===== config.mk =====
export PLATFORM = sky130hd
export DESIGN_NAME = uart_rx_ack
export DESIGN_NICKNAME = d
export VERILOG_FILES = /design/src/rtl/uart_pkg.sv /design/src/rtl/uart_bit_timer.sv /design/src/rtl/uart_rx_ack.sv
export SDC_FILE = /design/constraint.sdc
export NUM_CORES = 1
export LEC_CHECK = 0
export ABC_AREA = 0
export BUFFER_PORTS_ARGS = -buffer_cell sky130_fd_sc_hd__buf_2
export CORE_MARGIN = 4
export CORE_UTILIZATION = 55
export CTS_CLUSTER_DIAMETER = 80
export DETAILED_ROUTE_END_ITERATION = 12
export GPL_ROUTABILITY_DRIVEN = 0
export PLACE_DENSITY = 0.74
export SYNTH_ARGS = -nofsm -noshare
export SYNTH_HDL_FRONTEND = slang
export SYNTH_HIERARCHICAL = 1
export SYNTH_SLANG_ARGS = --single-unit

===== constraint.sdc =====
create_clock -name clk -period 2.6 [get_ports clk]
set_input_delay 0.26 -clock clk [delete_from_list [all_inputs] [get_ports clk]]
set_output_delay 0.26 -clock clk [all_outputs]
set_load 0.01 [all_outputs]

===== src/rtl/uart_pkg.sv =====
// uart_pkg: constants and receiver state type shared across the UART link
package uart_pkg;
    localparam logic [7:0] ACK_BYTE = 8'hCC;
    localparam int unsigned CLKS_PER_BIT_DEF = 2604;
    typedef enum logic [2:0] {
        IDLE, START, DATA, STOP, ACK_GAP, ACK_START, ACK_DATA, ACK_STOP
    } rx_state_t;
endpackage


===== src/rtl/uart_bit_timer.sv =====
// uart_bit_timer: half- and full-bit ticks; held at zero while restart is high,
// and reloads itself on every full tick so consecutive bits stay aligned.
module uart_bit_timer
    import uart_pkg::*;
#(
    parameter int unsigned CLKS_PER_BIT = CLKS_PER_BIT_DEF
) (
    input  logic clk,
    input  logic reset,
    input  logic restart,
    output logic half_tick,
    output logic full_tick
);
    localparam int unsigned TW = $clog2(CLKS_PER_BIT + 1);
    logic [TW-1:0] cnt_q;
    assign half_tick = cnt_q == TW'(CLKS_PER_BIT / 2 - 1);
    assign full_tick = cnt_q == TW'(CLKS_PER_BIT - 1);
    always_ff @(posedge clk)
        cnt_q <= (reset || restart || full_tick) ? '0 : cnt_q + 1'b1;
endmodule


===== src/rtl/uart_rx_ack.sv =====
// uart_rx_ack: 8N1 MSB-first receiver with one-entry output buffer that
// answers every accepted frame with an ACK_BYTE frame on ack_out.
module uart_rx_ack
    import uart_pkg::*;
#(
    parameter int unsigned CLKS_PER_BIT = CLKS_PER_BIT_DEF,
    parameter int unsigned ACK_GAP_BITS = 1
) (
    input  logic       clk,
    input  logic       reset,
    input  logic       rx_in,
    output logic       ack_out,
    output logic [7:0] rx_data,
    output logic       rx_valid,
    input  logic       rx_ready,
    output logic       frame_err,
    output logic       overrun,
    output logic       busy
);
    localparam int unsigned GW = ACK_GAP_BITS > 1 ? $clog2(ACK_GAP_BITS) : 1;
    rx_state_t     state_q;
    logic [1:0]    sync_q;
    logic          rx_prev_q;
    logic [7:0]    shreg_q;
    logic [2:0]    bit_idx_q;
    logic [GW-1:0] gap_q;
    logic          ack_q;
    logic          valid_q;
    logic [7:0]    data_q;
    logic          ferr_q;
    logic          ovr_q;
    logic          busy_q;
    logic          rx_s;
    logic          accept;
    logic          restart;
    logic          half_tick;
    logic          full_tick;
    assign rx_s    = sync_q[1];
    assign accept  = valid_q && rx_ready;
    // only IDLE and the half-bit START decision leave off-grid; all other exits ride the full-tick reload
    assign restart = state_q == IDLE || (state_q == START && half_tick);
    uart_bit_timer #(.CLKS_PER_BIT(CLKS_PER_BIT)) u_timer (
        .clk(clk),
        .reset(reset),
        .restart(restart),
        .half_tick(half_tick),
        .full_tick(full_tick)
    );
    always_ff @(posedge clk) begin
        if (reset) begin
            state_q   <= IDLE;
            sync_q    <= 2'b11;
            rx_prev_q <= 1'b1;
            shreg_q   <= '0;
            bit_idx_q <= '0;
            gap_q     <= '0;
            ack_q     <= 1'b1;
            valid_q   <= 1'b0;
            data_q    <= '0;
            ferr_q    <= 1'b0;
            ovr_q     <= 1'b0;
            busy_q    <= 1'b0;
        end else begin
            sync_q    <= {sync_q[0], rx_in};
            rx_prev_q <= rx_s;
            ferr_q    <= 1'b0;
            ovr_q     <= 1'b0;
            if (accept) valid_q <= 1'b0;
            case (state_q)
                IDLE: if (rx_prev_q && !rx_s) begin
                    state_q <= START;
                    busy_q  <= 1'b1;
                end
                START: if (half_tick) begin
                    state_q   <= rx_s ? IDLE : DATA;
                    busy_q    <= !rx_s;
                    bit_idx_q <= '0;
                end
                DATA: if (full_tick) begin
                    shreg_q   <= {shreg_q[6:0], rx_s};
                    bit_idx_q <= bit_idx_q + 3'd1;
                    if (bit_idx_q == 3'd7) state_q <= STOP;
                end
                STOP: if (full_tick) begin
                    if (!rx_s) begin
                        ferr_q  <= 1'b1;
                        state_q <= IDLE;
                        busy_q  <= 1'b0;
                    end else if (valid_q && !rx_ready) begin
                        ovr_q   <= 1'b1;
                        state_q <= IDLE;
                        busy_q  <= 1'b0;
                    end else begin
                        data_q  <= shreg_q;
                        valid_q <= 1'b1;
                        gap_q   <= '0;
                        state_q <= ACK_GAP;
                    end
                end
                ACK_GAP: if (full_tick) begin
                    gap_q <= gap_q + 1'b1;
                    if (gap_q == GW'(ACK_GAP_BITS - 1)) begin
                        state_q <= ACK_START;
                        ack_q   <= 1'b0;
                    end
                end
                ACK_START: if (full_tick) begin
                    state_q   <= ACK_DATA;
                    ack_q     <= ACK_BYTE[7];
                    bit_idx_q <= '0;
                end
                ACK_DATA: if (full_tick) begin
                    bit_idx_q <= bit_idx_q + 3'd1;
                    ack_q     <= bit_idx_q == 3'd7 ? 1'b1 : ACK_BYTE[3'd6 - bit_idx_q];
                    if (bit_idx_q == 3'd7) state_q <= ACK_STOP;
                end
                ACK_STOP: if (full_tick) begin
                    state_q <= IDLE;
                    busy_q  <= 1'b0;
                end
                default: state_q <= IDLE;
            endcase
        end
    end
    assign ack_out   = ack_q;
    assign rx_data   = data_q;
    assign rx_valid  = valid_q;
    assign frame_err = ferr_q;
    assign overrun   = ovr_q;
    assign busy      = busy_q;
endmodule


==> results of run 1 <==
==> cells in the final DEF (no fill, tap or decap), types with 6 or more instances in the layout <==
| master | n |
|---|---|
| a21oi_1 | 24 |
| buf_2 | 16 |
| buf_4 | 6 |
| dfxtp_1 | 43 |
| mux2i_1 | 10 |
| nand2_1 | 28 |
| nand3_1 | 7 |
| nor2_1 | 19 |
| o21ai_0 | 8 |
==> power by group through the flow <==
| stage | clock [W] | combinational [W] | sequential [W] |
|---|---|---|---|
| floorplan | 0 | 0.0000241 | 0.000680 |
| global placement | 0 | 0.0000266 | 0.000684 |
| detailed placement | 0 | 0.0000269 | 0.000684 |
| global route | 0.000387 | 0.0000302 | 0.000671 |
| finish | 0.000343 | 0.0000264 | 0.000670 |
| CTS | 0.000357 | 0.0000268 | 0.000670 |
==> layer usage <==
layer	track usage [%]	vias up
li1	-	825
met1	25.1	740
met2	26.1	25
met3	5.91	6
met4	6.95	0
met5	0	-
==> kinds of logic after synthesis <==
kind of cell	count (synthesis)	synth area share [%]
and+or+nand+nor	97	26.5
AOI/OAI and AO/OA	49	15.4
DFF	43	43.4
buffers and inverters	16	4.85
muxes	10	5.04
adders and majority gates	5	3.15
xor gates and xnor gates	4	1.76
==> state kept, by name, indices dropped and copies added, names as in the netlist, 2 cells and up <==
name and count:
sync_q 2, u_timer/cnt_q 12, bit_idx_q 3, state_q 3, shreg_q 8, rx_data 8
==> worst reg2reg max path, cell delays in order (launching register included) <==
cell      delay (ps)
dfxtp_1          460
ha_1             220
nor4bb_1         340
and3_1           360
nand2_1          170
or3_1            490
nand2_1          120
a21oi_1           60
==> area by class of cell <==
type                       count  area, sq um  area share (%)
timing repair buffer          22          125            5.83
clock buffer                   5         37.5            1.75
inverter                       3         11.3           0.525
sequential                    43          861            40.1
tap                           46         57.6            2.68
clock inverter                 3         23.8            1.11
multi-input combinational    165         1030            48.0
==> metrics by stage <==
| stage | area (sq um) | total power [W] | hold WS [ps] | util (%) | instances |
|---|---|---|---|---|---|
| after floorplan | 1990 | 0.000704 | 364 | - | 224 |
| after global placement | 2080 | 0.000711 | 395 | 61.0 | 279 |
| after detailed placement | 2080 | 0.000711 | 405 | 61.0 | 279 |
| after CTS | 2140 | 0.00105 | 67.4 | 62.8 | 287 |
| after global routing | 2140 | 0.00109 | 62.3 | 62.8 | 287 |
| final | 2140 | 0.00104 | 82.2 | 62.8 | 287 |
==> worst max-delay path by stage <==
stage               slack, ps                 endpoint  cells after the start                        start
global placement          340  shreg_q[4]$_SDFFE_PP0P_                      7  u_timer/cnt_q[0]$_SDFF_PP0_
finish                    260  shreg_q[0]$_SDFFE_PP0P_                      7  u_timer/cnt_q[0]$_SDFF_PP0_
CTS                       260  shreg_q[0]$_SDFFE_PP0P_                      7  u_timer/cnt_q[0]$_SDFF_PP0_
floorplan                 360        busy$_SDFFE_PP0P_                      9  u_timer/cnt_q[0]$_SDFF_PP0_
global route               60  shreg_q[1]$_SDFFE_PP0P_                      7  u_timer/cnt_q[0]$_SDFF_PP0_
detailed placement        270  shreg_q[3]$_SDFFE_PP0P_                      7  u_timer/cnt_q[0]$_SDFF_PP0_
==> results list, run 1 <==
- Status: complete, no violations
* Final critical-path setup slack: 261 ps
* Initial antenna violation count: 0
* Hold wc startpoint: rx_in
* Pre-CTS setup slack: 271 ps
- Switching part of the total: 24.7%
* Floorplan die area: 0.00464 sq mm
- Most Frequent Cell on Critical Path: nand2_1
- Final setup viols: 0
- The H-tree generated during clock tree synthesis spans 2 levels.
- Counting along the longest clock path gives a buffer depth of 2.
- For this design, the slowest cell found on the critical path is or3_1.
* Maxcap violations: 0
* Congestion Overflow GR: 0
- Total power per unit cell area: 485 mW/mm^2
- Once detailed placement completed, the half-perimeter wirelength came to 2.54 mm.
- Reported net switching power: 0.000257 W
- Data required, critical path: 2830 ps
- Count of cells along the worst hold path: 2
* Top FF cell, synth: dfxtp_1
- The number of antenna diodes in the final layout is 0.
- Counting the buffers created by CTS gives 5.
- After detailed routing, the average wire length per cell comes to 12.9 um.
- For this run, the post-layout net count is 249.
- Maximum number of pins on one net before global-route repair: 32
- Top cell types by occurrence after synthesis: 43 x dfxtp_1, 28 x nand2_1, 24 x a21oi_1
- Largest fanout of any net on the critical path: 8
* Overall routing resource usage: 18.2%
- Summed over its instances, the top area cell type makes up 43.4% of the synthesized netlist area.
- The number of pins exceeding their max-slew limit in the final report is 0.
- Hold-fix buffers, CTS: 0
- Clock latency on the worst-skew pair: 360 ps
- The average instance in the mapped netlist occupies 8.86 sq um.
- Detailed routing inserted a total of 1596 vias.
* DRC viols: 0
- For this run, the detailed router's first-pass iteration total came to 4.
- The worst-case IR drop observed on VDD is 0.317 mV.
* Number of warnings issued by yosys: 6
- Root buffer cell: clkbuf_4
* Post-DR vias/cell: 5.56
* Combinational fraction of design power: 2.5%
- By startpoint and endpoint, the worst setup path is classified as flip-flop to flip-flop.
- STA classifies the critical path startpoint as a flip-flop.
- Summed over all nets, wire length on met3 after detailed routing comes to 127 um.
- Net count after synthesis: 233
* Number of global-route vias before repair: 1366
* Time the worst path needs with I/O delays and setup: 2340 ps
* Length of routed met2 wiring: 1.65 mm
- Across all register-to-register paths, the minimum setup slack is 260 ps.
- Number of input and output port buffers inserted: 16
- Post-CTS setup buffer count: 0
* Final hold vios: 0
- Counting flops with a built-in enable in the synthesized netlist gives 0.
* Number of fill cells in the layout: 307
* Fraction of final layout cells sized beyond drive strength 1: 18.3%
- Of all cell types, the one taking the most synthesized area is dfxtp_1.
- Standard cell core area: 0.00342 sq mm
- Pin placement for this block handled 17 I/O pins.
- Most numerous cell in the Yosys netlist: dfxtp_1
- Reg-to-reg critical path endpoint: shreg_q[0]$_SDFFE_PP0P_
* Uppermost metal layer occupied by signal nets: met4
- Largest cells by area after synthesis: dfxtp_1 43%, a21oi_1 6.0%, nand2_1 5.3%
- Worst path top cell family by delay: simple AND/OR/NAND/NOR gates
- After detailed routing, the wire length on met1 is 1.87 mm.
- Signed area change from the synthesized netlist to the final layout: 8.00%
- Post-Route WL: 3.70 mm
* Number of distinct standard cells referenced by the synthesized netlist: 45
- The first routing iteration left 115 violations.
* Initial Util: 58.1%
- Sequential Power Share: 64.5%
- Delay of the slowest critical-path stage: 490 ps
* Wire length of the first global-routing pass: 6.30 mm
* Synth async-reset ratio: 0%
- Setup repair after global routing left no endpoint under its margin.
- The clock net in this run drives a total of 43 sinks.
* Final clock period utilization by the worst path: 90.0%
* Final clock skew: 13.3 ps
- Die Span X: 68.1 um
- Relative contribution of the clock network to total power: 33.0%
- Synthesis produced a netlist whose cell count is 224.
- Static leakage power: 0.818 nW
- Together, buffers and inverters on the worst path number 0.
- Crit path arrival time: 2570 ps
- CTS tree: done
- After synthesis the netlist holds a flip-flop and latch count of 43.
* Netlist Area Pre-Place: 0.00199 sq mm
- The internal portion of the total power is 0.000782 W.
- Detail Route Antenna Nets: 0
- The worst hold path terminates at sync_q[0]$_SDFF_PP1_.
* Final TNS setup: 0 ps
* Worst-Margin Slew: 588 ps
* Depth of the worst register-to-register path: 7
- Sequential share of the synthesized area: 43.4%
- In this run the critical register-to-register path is launched from u_timer/cnt_q[0]$_SDFF_PP0_.
- Static timing analysis puts the maximum clock frequency at 427 MHz.
* Ordered list of cells on the worst path: ha_1, nor4bb_1, and3_1, nand2_1, or3_1, nand2_1, a21oi_1
- Worst min path class: input port to flip-flop
- The worst pin sits at a relative slew slack of 60.7%.
- Worst Setup End Kind: flip-flop
* Die height: 68.1 um
* Post-CTS resize count: 0
- The initialized floorplan defines 21 standard-cell rows.
* Post-CTS clock slew at the launch and capture registers of the worst setup and hold paths: 120 ps
No activity file was read; power rests on OpenSTA's default activity.
==> inputs of run 2 (changes only) <==
Settings changed: CAP_MARGIN from default to 20, CORE_ASPECT_RATIO from default to 0.9, SETUP_SLACK_MARGIN from default to 0.15.
==> run 2 against run 1 <==
Sequential share of layout area decreased by 1.4 points; cell count increased by 0.35%; utilization increased by 2.0 points; clock skew decreased by 6.7 ps; die area about the same; worst setup slack improved by 59 ps; cell area increased by 3.6%; via count decreased by 2.1%; combinational power increased by 9.1%; worst hold slack improved by 58 ps; wire length increased by 0.81%; total power increased by 11%; largest cell class unchanged.
==> results list, run 2 (synthesis gave the netlist of run 1 again) <==
* Cell with the largest stage delay on the worst path: or4_1 (was or3_1)
* Total via count in the routed design: 1562 (was 1596)
- The total buffers and inverters traversed by the critical path was 2 (was 0).
- Initial Util: 57.9% (was 58.1%)
- Maxcap violations: 0 (unchanged)
- Worst min path class: input port to flip-flop (unchanged)
- DP HPWL: 2.54 mm (about the same)
- The number of cells on the critical path was 11 (was 7).
- The clock network fraction of design power was 39.4% (was 33.0%).
- The most common cell after layout, fill and taps aside is dfxtp_1 (unchanged).
* CTS tree: done (unchanged)
* Maximum number of pins on one net before global-route repair: 32 (unchanged)
- The site row count was 20 (was 21).
- DRC viols: 0 (unchanged)
- The number of sinks on the clock net came to 43 (unchanged).
* Hold-fix buffers, CTS: 0 (unchanged)
- Data required, critical path: 2770 ps (was 2830 ps)
- The max-slew headroom at the worst pin is 58.8% (was 60.7%).
* Maximum clock rate: 439 MHz (was 427 MHz)
- Time the worst path needs with I/O delays and setup: 2280 ps (was 2340 ps)
- Crit Path Category: flip-flop to flip-flop (unchanged)
* Clock latency on the worst-skew pair: 300 ps (was 360 ps)
* Sequential Power Share: 58.1% (was 64.5%)
- Count of cells along the worst hold path: 2 (unchanged)
* Die height: 65 um (was 68.1 um)
* Crit path arrival time: 2450 ps (was 2570 ps)
- Number of search-and-repair iterations in the first detailed-routing pass: 4 (unchanged)
- Total power per unit cell area: 518 mW/mm^2 (was 485 mW/mm^2)
* Detailed Route Iter0 Violations: 175 (was 115)
* Static leakage power: 0.851 nW (was 0.818 nW)
- Post-DR vias/cell: 5.42 (was 5.56)
- CP Launch Type: flip-flop (unchanged)
* Root buffer cell: clkbuf_8 (was clkbuf_4)
- The number of global-route vias before repair was 1342 (was 1366).
- Floorplan die area: 0.00464 sq mm (about the same)
- Combinational fraction of design power: 2.5% (about the same)
- Largest fanout of any net on the critical path: 6 (was 8)
- Most frequent cells in the layout: 43 x dfxtp_1, 28 x nand2_1, 24 x a21oi_1 (unchanged)
- Unrepaired setup endpoints after global routing: false (unchanged).
- The final worst clock skew came to 6.65 ps (was 13.3 ps).
* Worst vdd ir: 0.587 mV (was 0.317 mV)
- The cell count after placement was 280 (was 279).
* Cell-internal power: 0.000890 W (was 0.000782 W)
- The number of flip-flops under the largest register name came to 12 (unchanged).
- Cell area after placement: 0.00210 sq mm (was 0.00208 sq mm)
* Post-Route WL: 3.73 mm (was 3.70 mm)
- The total non-filler cell area in the finished layout is 0.00222 sq mm (was 0.00214 sq mm).
- Detail Route Antenna Nets: 0 (unchanged)
- The initial antenna violation count was 0 (unchanged).
* Pre-CTS setup slack: 240 ps (was 271 ps)
- The count of nets after finishing came to 252 (was 249).
- Final setup viols: 0 (unchanged)
- The final setup TNS came to 0 ps (unchanged).
- Final clock period utilization by the worst path: 87.7% (was 90.0%)
* Congestion Overflow GR: 0 (unchanged)
* Clock tree buffer depth: 2 (unchanged)
- Die Span X: 71.3 um (was 68.1 um)
- Status: complete, no violations (unchanged).
- Top-level port count: 17 (unchanged)
* Number of H-tree levels: 2 (unchanged)
- The least setup slack across all paths after layout came to 320 ps (was 261 ps).
* Wire length of the first global-routing pass: 6.34 mm (was 6.30 mm)
- Per-cell routed wire length: 12.9 um (about the same)
- Reported net switching power: 0.000260 W (was 0.000257 W)
- Worst path top cell family by delay: simple AND/OR/NAND/NOR gates (unchanged)
* Most Frequent Cell on Critical Path: buf_4 (was nand2_1)
- The register bank with the most flops was u_timer/cnt_q (unchanged).
- Ordered list of cells on the worst path: buf_4, ha_1, nand4b_1, or4_1, nor4_1, buf_4, nand2_1, a21o_1, a21oi_1, mux2i_1, nor2_1 (was ha_1, nor4bb_1, and3_1, nand2_1, or3_1, nand2_1, a21oi_1)
* Switching part of the total: 22.6% (was 24.7%)
- The number of clock buffers inserted by TritonCTS was 5 (unchanged).
- The number of pins exceeding their max-slew limit in the final report came to 0 (unchanged).
- Final hold vios: 0 (unchanged)
* Depth of the worst register-to-register path: 11 (was 7)
- The slew of the pin with the lowest slew margin was 617 ps (was 588 ps).
- Overall routing resource usage: 17.4% (was 18.2%)
* Standard cell core area: 0.00343 sq mm (was 0.00342 sq mm)
- The clock slew seen by the registers of the worst setup and hold paths came to 80 ps (was 120 ps).
* Number of input and output port buffers inserted: 16 (unchanged)
- Antenna diode count: 0 (unchanged)
* Fraction of final layout cells sized beyond drive strength 1: 20.1% (was 18.3%)
- Fin util: 64.8% (was 62.8%)
- Non-filler cells, final: 288 (was 287)
- Worst Setup End Kind: flip-flop (unchanged)
* Delay of the slowest critical-path stage: 400 ps (was 490 ps)
- Signed area change from the synthesized netlist to the final layout: 11.9% (was 8.00%)
-- run 2: what timing repair did --
item,4_1_cts,5_1_grt
buffers inserted,0,0
endpoints found under the setup margin,0,20
gates resized for setup,0,4
-- run 2: worst reg2reg max path, cell delays in order, from the launching register on --
cell,delay (ps)
dfxtp_1,340
buf_4,140
ha_1,150
nand4b_1,90
or4_1,400
nor4_1,180
buf_4,180
nand2_1,50
a21o_1,170
a21oi_1,170
mux2i_1,210
nor2_1,60
-- run 2: final cells by class --
type                    count  area (sq um)
inverters                   3          11.3
multi-input cells         165          1050
repair buffers             25           148
clock buffers               6          82.6
flip-flops and latches     43           861
well taps                  44          55.1
clock inverters             2          16.3
fillers                   274          1210
-- run 2: power by group through the flow --
stage                     Combinational [W]  Sequential (W)  Clock (W)
after floorplan                   0.0000241        0.000680          0
after global placement            0.0000283        0.000684          0
after detailed placement          0.0000286        0.000684          0
after CTS                         0.0000287        0.000668   0.000462
after global routing              0.0000319        0.000670   0.000498
final                             0.0000288        0.000668   0.000453
-- run 2: path summary, 6_finish.rpt --
kind | slack (ps) | start | endpoint
max | 320 | u_timer/cnt_q[0]$_SDFF_PP0_ | busy$_SDFFE_PP0P_
min | 140 | rx_in | sync_q[0]$_SDFF_PP1_
max reg2reg | 320 | u_timer/cnt_q[0]$_SDFF_PP0_ | busy$_SDFFE_PP0P_
min reg2reg | 430 | sync_q[0]$_SDFF_PP1_ | sync_q[1]$_SDFF_PP1_
-- run 2: metrics by stage --
step / hold WS [ps] / total power, W
floorplan: 364 / 0.000704
global placement: 392 / 0.000712
detailed placement: 415 / 0.000713
CTS: 134 / 0.00116
global route: 129 / 0.00120
finish: 140 / 0.00115
-- run 2: per-layer routing --
metal	track usage, %	vias up	wire [um]
li1	-	831	-
met4	7.75	0	45
met2	21.8	29	1470
met5	0	-	0
met1	26.4	698	2010
met3	5.58	4	206
